$ cat src/rtl/edge_evt_pkg.sv
// Shared types and helpers for the edge event arbiter.
// Channel-width rule and round-robin grant search.
package edge_evt_pkg;

  typedef enum logic {
    IDLE  = 1'b0,
    OFFER = 1'b1
  } state_t;

  function automatic int ch_width(input int n);
    return (n > 1) ? $clog2(n) : 1;
  endfunction

  // First set bit of pend searching last+1, last+2, ... (mod n).
  function automatic logic [4:0] next_grant(
    input logic [31:0] pend,
    input logic [4:0]  last,
    input int          n
  );
    logic [5:0] idx;
    logic [4:0] res;
    logic       found;
    res   = '0;
    found = 1'b0;
    for (int k = 1; k <= 32; k++) begin
      idx = {1'b0, last} + 6'(k);
      if (idx >= 6'(n)) idx = idx - 6'(n);
      if (k <= n && !found && pend[idx[4:0]]) begin
        res   = idx[4:0];
        found = 1'b1;
      end
    end
    return res;
  endfunction

endpackage

$ cat src/rtl/edge_event_arbiter_capture.sv
// Per-channel rising-edge capture.
// Holds previous level, one pending event and a sticky overflow bit.
module edge_capture (
  input  logic clk,
  input  logic rst,
  input  logic signal,
  input  logic enable,
  input  logic clr_pending,
  input  logic overflow_clr,
  output logic pending,
  output logic overflow
);

  logic prev;
  logic rise;

  assign rise = signal & ~prev & enable;

  // Edge history, pending event and lost-event flag.
  always_ff @(posedge clk) begin
    if (rst) begin
      prev     <= 1'b0;
      pending  <= 1'b0;
      overflow <= 1'b0;
    end else begin
      prev <= signal;
      if (rise) pending <= 1'b1;
      else if (clr_pending) pending <= 1'b0;
      if (rise & pending & ~clr_pending) overflow <= 1'b1;
      else if (overflow_clr) overflow <= 1'b0;
    end
  end

endmodule

$ cat src/rtl/edge_event_arbiter.sv
// Multi-channel rising-edge event controller.
// Round-robin serialises pending channel events onto one valid/ready port.
module edge_event_arbiter
  import edge_evt_pkg::*;
#(
  parameter  int N_CH = 4,
  localparam int CH_W = ch_width(N_CH)
) (
  input  logic            clk,
  input  logic            rst,
  input  logic [N_CH-1:0] signal_in,
  input  logic [N_CH-1:0] enable,
  output logic            evt_valid,
  input  logic            evt_ready,
  output logic [CH_W-1:0] evt_ch,
  output logic [N_CH-1:0] overflow,
  input  logic            overflow_clr
);

  state_t          state;
  state_t          state_next;
  logic [CH_W-1:0] ch_q;
  logic [CH_W-1:0] ch_next;
  logic [CH_W-1:0] last_q;
  logic [CH_W-1:0] last_next;
  logic [N_CH-1:0] pending;
  logic [N_CH-1:0] clr_pending;

  // FSM state, offered channel and last granted channel.
  always_ff @(posedge clk) begin
    if (rst) begin
      state  <= IDLE;
      ch_q   <= '0;
      last_q <= CH_W'(N_CH - 1);
    end else begin
      state  <= state_next;
      ch_q   <= ch_next;
      last_q <= last_next;
    end
  end

  // Grant selection, offer handshake and pending clear.
  always_comb begin
    state_next  = state;
    ch_next     = ch_q;
    last_next   = last_q;
    clr_pending = '0;
    evt_valid   = 1'b0;
    unique case (state)
      IDLE: begin
        if (|pending) begin
          ch_next = CH_W'(next_grant(32'(pending),
                                     5'(last_q), N_CH));
          state_next = OFFER;
        end
      end
      OFFER: begin
        evt_valid = 1'b1;
        if (evt_ready) begin
          clr_pending[ch_q] = 1'b1;
          last_next         = ch_q;
          state_next        = IDLE;
        end
      end
      default: state_next = IDLE;
    endcase
  end

  assign evt_ch = ch_q;

  for (genvar i = 0; i < N_CH; i++) begin : g_ch
    edge_capture u_cap (
      .clk          (clk),
      .rst          (rst),
      .signal       (signal_in[i]),
      .enable       (enable[i]),
      .clr_pending  (clr_pending[i]),
      .overflow_clr (overflow_clr),
      .pending      (pending[i]),
      .overflow     (overflow[i])
    );
  end

endmodule

$ cat config.mk
export PLATFORM = sky130hd
export DESIGN_NAME = edge_event_arbiter
export DESIGN_NICKNAME = d
export VERILOG_FILES = /design/src/rtl/edge_evt_pkg.sv /design/src/rtl/edge_event_arbiter_capture.sv /design/src/rtl/edge_event_arbiter.sv
export SDC_FILE = /design/constraint.sdc
export NUM_CORES = 1
export LEC_CHECK = 0
export ABC_AREA = 1
export CAP_MARGIN = 25
export CORE_AREA = 3 3 65 67
export DETAILED_ROUTE_END_ITERATION = 8
export DIE_AREA = 0 0 68 70
export PLACE_DENSITY = 0.42
export SYNTH_ARGS = -nofsm -noshare
export SYNTH_HDL_FRONTEND = slang
export SYNTH_SLANG_ARGS = --single-unit
$ cat constraint.sdc
create_clock -name clk -period 2.4 [get_ports clk]
set_clock_uncertainty 0.2 [all_clocks]
set_input_delay 0.48 -clock clk [delete_from_list [all_inputs] [get_ports clk]]
set_output_delay 0.48 -clock clk [all_outputs]
set_load 0.05 [all_outputs]
==> After elaboration in Yosys (flattened, before gate mapping) <==
Cells that the tools add are included.
{ "word_totals": {"register_bits": 17, "word_cells": 130, "input_bits": 12, "output_inout_bits": 7} }
{ "classes": {"mux": 54, "magnitude_cmp": 10, "n_addsub": 8, "bitwise_logic": 25, "reduce_logical": 18} }
{ "op_table": {"columns": ["cell", "count"], "rows": [
  ["$mux 5", 12],
  ["$mux 1", 30],
  ["$lt 5x6->1 const B", 4],
  ["$bmux 1 s5", 4],
  ["$and 1x1->1", 16],
  ["$reduce_bool 2->1", 8],
  ["$sub 3x3->4 const B", 3],
  ["$ge 3x3->1 const B", 3],
  ["$not 1->1", 9],
  ["$mux 2", 4],
  ["$mux 4", 2],
  ["$add 2x2->3 const B", 2],
  ["$sub 4x3->5 const B", 1],
  ["$add 2x3->4 const B", 1],
  ["$ge 4x3->1 const B", 1],
  ["$logic_and 1x1->1", 4],
  ["$reduce_and 2->1", 2],
  ["$reduce_or 4->1", 1],
  ["$add 2x1->3 const B", 1],
  ["$logic_not 1->1", 3],
  ["$lt 2x3->1 const B", 1],
  ["$demux 1 s2", 1],
  ["$ge 2x1->1 const B", 1],
  ["$pmux 1 s2", 1]
]} }

==> Depth between registers and ports, before layout <==
{ "logic_depth": {"word_depth": 23, "ltp_mapped": 10, "depth_no_buf": 10} }

==> Hierarchy <==
Synthesis repeated with hierarchy kept, for this count alone.
{ "hier_totals": {"cells_unflattened": 136, "area_unflattened_um2": 928.4} }
{ "modules_own_cells": {"columns": ["mod", "cells_per_inst", "seq_area_each_um2", "instances", "area_per_inst_um2"], "rows": [
  ["edge_event_arbiter", 76, 100.1, 1, 478.0],
  ["edge_capture", 15, 60.1, 4, 112.6]
]} }

==> Worst setup path after synthesis <==
No wires, ideal clock.
{ "synth_timing": {"path_type": "register to register", "start": "reg last_q[0]", "end": "reg ch_q[0] (netlist: evt_ch[0])", "path_stages_with_launch": 10, "setup_ns": 0.129, "path_buffers": 0, "setup_slack_ns": 0.629, "synth_period_minus_slack_ns": 1.771, "arrival_ns": 1.443, "required_time_ns": 2.071, "cell_sequence": "dfxtp_1 > inv_2 > ha_1 > inv_1 > nand3_1 > nand3_2 > a21oi_1 > nand2_1 > nand2_1 > a21oi_1"} }
{ "synth_between": {"elab_chain_cells": 23, "elab_cells_between_ends": 51, "classes_between": "add/sub: 8; order compare: 4; mux: 33; reduce/logical: 6"} }
{ "synth_lines": {"columns": ["element", "line_no", "text"], "rows": [
  ["from (decl)", "edge_event_arbiter.sv:24", "logic [CH_W-1:0] last_q;"],
  ["from (signal assigned)", "edge_event_arbiter.sv:34", "last_q <= CH_W'(N_CH - 1);"],
  ["from (signal assigned)", "edge_event_arbiter.sv:38", "last_q <= last_next;"],
  ["$add 2x1->3", "edge_evt_pkg.sv:26", "idx = {1'b0, last} + 6'(k);"],
  ["$sub 3x3->4 / $ge 3x3->1 (equally long branches)", "edge_evt_pkg.sv:27", "if (idx >= 6'(n)) idx = idx - 6'(n);"],
  ["$mux 5", "edge_evt_pkg.sv:27", null],
  ["$mux 5", "edge_event_arbiter.sv:51", "if (|pending) begin"],
  ["$mux 5", "edge_event_arbiter.sv:49", "unique case (state)"],
  ["$bmux 1 s5", "edge_evt_pkg.sv:28", "if (k <= n && !found && pend[idx[4:0]]) begin"],
  ["$mux 1 (not written as such)", "edge_evt_pkg.sv:28", null],
  ["$mux 1", "edge_evt_pkg.sv:28", null],
  ["[... 7 more ...]", null, null],
  ["$logic_not 1->1", "edge_evt_pkg.sv:28", null],
  ["$logic_and 1x1->1", "edge_evt_pkg.sv:28", null],
  ["$mux 1", "edge_evt_pkg.sv:28", null],
  ["$mux 1", "edge_event_arbiter.sv:51", null],
  ["$mux 1", "edge_event_arbiter.sv:49", null],
  ["$logic_not 1->1", "edge_evt_pkg.sv:28", null],
  ["$logic_and 1x1->1", "edge_evt_pkg.sv:28", null],
  ["$mux 2 (*)", "edge_evt_pkg.sv:28", null],
  ["to (signal assigned)", "edge_event_arbiter.sv:37", "ch_q <= ch_next;"],
  ["to (decl)", "edge_event_arbiter.sv:22", "logic [CH_W-1:0] ch_q;"]
]} }
Every way passes the cells marked *; elsewhere a longest branch is shown, timed or not. The select of a mux whose other input is x is not followed.
A chain may end at the register's enable or synchronous reset.

==> Worst setup path in the final report <==
{ "layout_timing": {"start": "reg state", "end": "out evt_valid"} }
{ "layout_between": {"elab_chain_cells": 1} }
{ "layout_lines": {"columns": ["element", "line_no", "text"], "rows": [
  ["from (decl)", "edge_event_arbiter.sv:20", "state_t state;"],
  ["from (signal assigned)", "edge_event_arbiter.sv:36", "state <= state_next;"],
  ["$mux 1", "edge_event_arbiter.sv:49", null],
  ["to (decl)", "edge_event_arbiter.sv:13", "output logic evt_valid,"]
]} }
Every way passes these cells.

==> results.json <==
{
  "synth_top_area_share_pct": 37.4,
  "layout_min_cycle_time_ns": 2.22,
  "totalWireLength_um": 2130,
  "cts_tree": "done",
  "stdcell_count": 197,
  "nets": 167,
  "p_sw_mw": 0.259,
  "p_leak_nw": 0.516,
  "port_buffers": 18,
  "core.rowCount": 22,
  "postPlaceCellArea_um2": 1120,
  "slew_violations": 0,
  "gp_congestion": 0.857,
  "antenna-diode-count": 0,
  "synth.yosys.seq_area_share_pct": 37.4,
  "pwr_density_cell_nw_per_um2": 647,
  "end_kind": "output pin",
  "drv_cap": 0,
  "yosysTopAreaCell": "dfxtp_1",
  "hp-class": "flop to flop",
  "first_global_vias": 794,
  "cts_resized": 0,
  "cts_setup_buffers": 0,
  "path_cells": "clkdlybuf4s50_1",
  "path_buf_inv": 1,
  "via_per_inst": 4.49,
  "final-hold-violation-count": 0,
  "cp.arrival_ns": 1.54,
  "power.share.switching_pct": 34.2,
  "critical_path_class": "flop to output pin",
  "synth_ff_type": "dfxtp_1",
  "fp.dieArea_um2": 4760,
  "p_total_mw": 0.758,
  "cp.required_ns": 1.72,
  "wire_per_inst_um": 10.8,
  "power_frac_seq_pct": 43.2,
  "async_flop_share_pct": 0,
  "grt_pass1_wl_um": 3550,
  "combPwrFrac_pct": 28.3,
  "cpPeakStageDelay_ns": 0.85,
  "placed_cells": 193,
  "drt_first_pass_iters": 4,
  "rsz0062_at_grt": "no",
  "relSlewSlack_pct": 66.7,
  "layout_setup_ws_ns": 0.185,
  "yosysMostFrequentCell": "nand2_1",
  "syn-cell-area_um2": 911,
  "cts_sinks": 17,
  "p_int_mw": 0.499,
  "io_pins": 19,
  "die_h_um": 70,
  "fmax_mhz": 451,
  "period_share_pct": 92.3,
  "cts.reportedPaths.clkPinSlew_ns": 0.07,
  "clk_latency_ns": 0.25,
  "grt_usage_pct": 9.63,
  "ys_seq_elements": 17,
  "start_util_pct": 24.7,
  "ant_nets": 0,
  "critPathSlowestCell": "clkdlybuf4s50_1",
  "fillers": 430,
  "p_clk_share_pct": 28.5,
  "ir_worst_vdd_uv": 254,
  "ctsHoldBuffers": 0,
  "start_kind": "flop",
  "synthCells": 131,
  "htree_levels": 1,
  "outcome": "finished clean",
  "place_ws_ns": 0.428,
  "grt_start_max_net_pins": 11,
  "globalRouteOverflowTotal": 0,
  "design_area_um2": 1170,
  "tightest_slew_ns": 0.498,
  "clk_path_buf_depth": 2,
  "initialDrtViolationCount": 23,
  "cts_buffers": 3,
  "cts-root-buf": "clkbuf_8",
  "critPathMaxFanout": 6,
  "drc": 0,
  "die_w_um": 68,
  "yosys_warnings": 0,
  "core_area_um2": 3690,
  "fin_util_pct": 31.8,
  "dp_hpwl_um": 1690,
  "avgSynthCellArea_um2": 6.95,
  "tns_ns": 0,
  "ys_top_cells_by_count": "nand2_1 (23), inv_1 (18), dfxtp_1 (17), nor2_1 (17), nand3_1 (15)",
  "synthTopCellsByArea": "dfxtp_1 (37%), nand2_1 (9.5%), nand3_1 (8.2%), inv_1 (7.4%), nor2_1 (7.0%)",
  "hold_slack_ns": 0.269,
  "setup_viol": 0,
  "synth_cell_types": 17,
  "cp_top_family": "buffers and inverters",
  "syn-num-nets": 148,
  "synth_edf_count": 0,
  "drive_gt1_share_pct": 8.05,
  "antenna_found_initial": 0,
  "syn2layout_area_growth_pct": 28.6,
  "vias": 884
}
layout make-up:
| cell class | instances | area [µm²] | area share, % |
|---|---|---|---|
| inverters | 20 | 75.1 | 6.41 |
| well taps | 48 | 60.1 | 5.13 |
| clock buffers | 3 | 41.3 | 3.53 |
| repair buffers | 19 | 188 | 16.0 |
| flip-flops and latches | 17 | 340 | 29.1 |
| clock inverters | 1 | 5.00 | 0.427 |
| multi-input cells | 89 | 462 | 39.4 |
layout by cell type, fill, tap and decap left out:
master           instances
inv_1                   18
nor2_1                  17
nand2_2                  2
dfxtp_1                 17
a41oi_1                  1
ha_1                     5
inv_2                    2
o21ai_1                  1
buf_4                    1
clkbuf_8                 3
nand3_2                  3
clkinv_2                 1
nand4_1                  4
o211ai_1                 1
a21oi_1                 12
clkdlybuf4s50_1         18
nand3_1                 15
nand2_1                 23
o21ai_0                  5
flip-flops by register name (all words and copies together) (netlist names):
name / count
evt_ch: 2
g_ch.u_cap.overflow: 4
g_ch.u_cap.pending: 4
g_ch.u_cap.prev: 4
last_q: 2
state: 1
per-layer routing:
| layer | wire length (µm) | global-route usage (%) | vias to the layer above |
|---|---|---|---|
| met4 | 19 | 4.19 | 0 |
| met5 | 0 | 0 | - |
| met1 | 1030 | 12.3 | 407 |
| met3 | 80 | 2.09 | 2 |
| li1 | - | - | 458 |
| met2 | 1000 | 15.2 | 17 |
path summary, 6_finish.rpt:
path	start	endpoint	slack (ns)	cells after the start
setup reg to reg	last_q[0]$_SDFFE_PP1P_	evt_ch[0]$_SDFFE_PP0P_	0.40	9
setup / recovery	state$_SDFF_PP0_	evt_valid	0.18	1
hold reg to reg	g_ch[1].u_cap.overflow$_SDFFE_PP0P_	g_ch[1].u_cap.overflow$_SDFFE_PP0P_	0.27	2
hold / removal	g_ch[1].u_cap.overflow$_SDFFE_PP0P_	g_ch[1].u_cap.overflow$_SDFFE_PP0P_	0.27	2
cells by family after synthesis:
kind of cell               count (synthesis)  share of synthesized area (%)
and+or+nand+nor                           64                           32.1
buffers and inverters                     25                           12.0
AOI/OAI and AO/OA                         20                           11.7
DFF                                       17                           37.4
adders and majority gates                  5                           6.87
power by group through the flow:
stage	Combinational, mW	Sequential [mW]	Clock, mW
final	0.214	0.327	0.216
after global routing	0.238	0.332	0.236
after CTS	0.214	0.328	0.226
after detailed placement	0.212	0.334	0
after global placement	0.210	0.334	0
after floorplan	0.120	0.356	0
No activity file was read; power rests on OpenSTA's default activity.
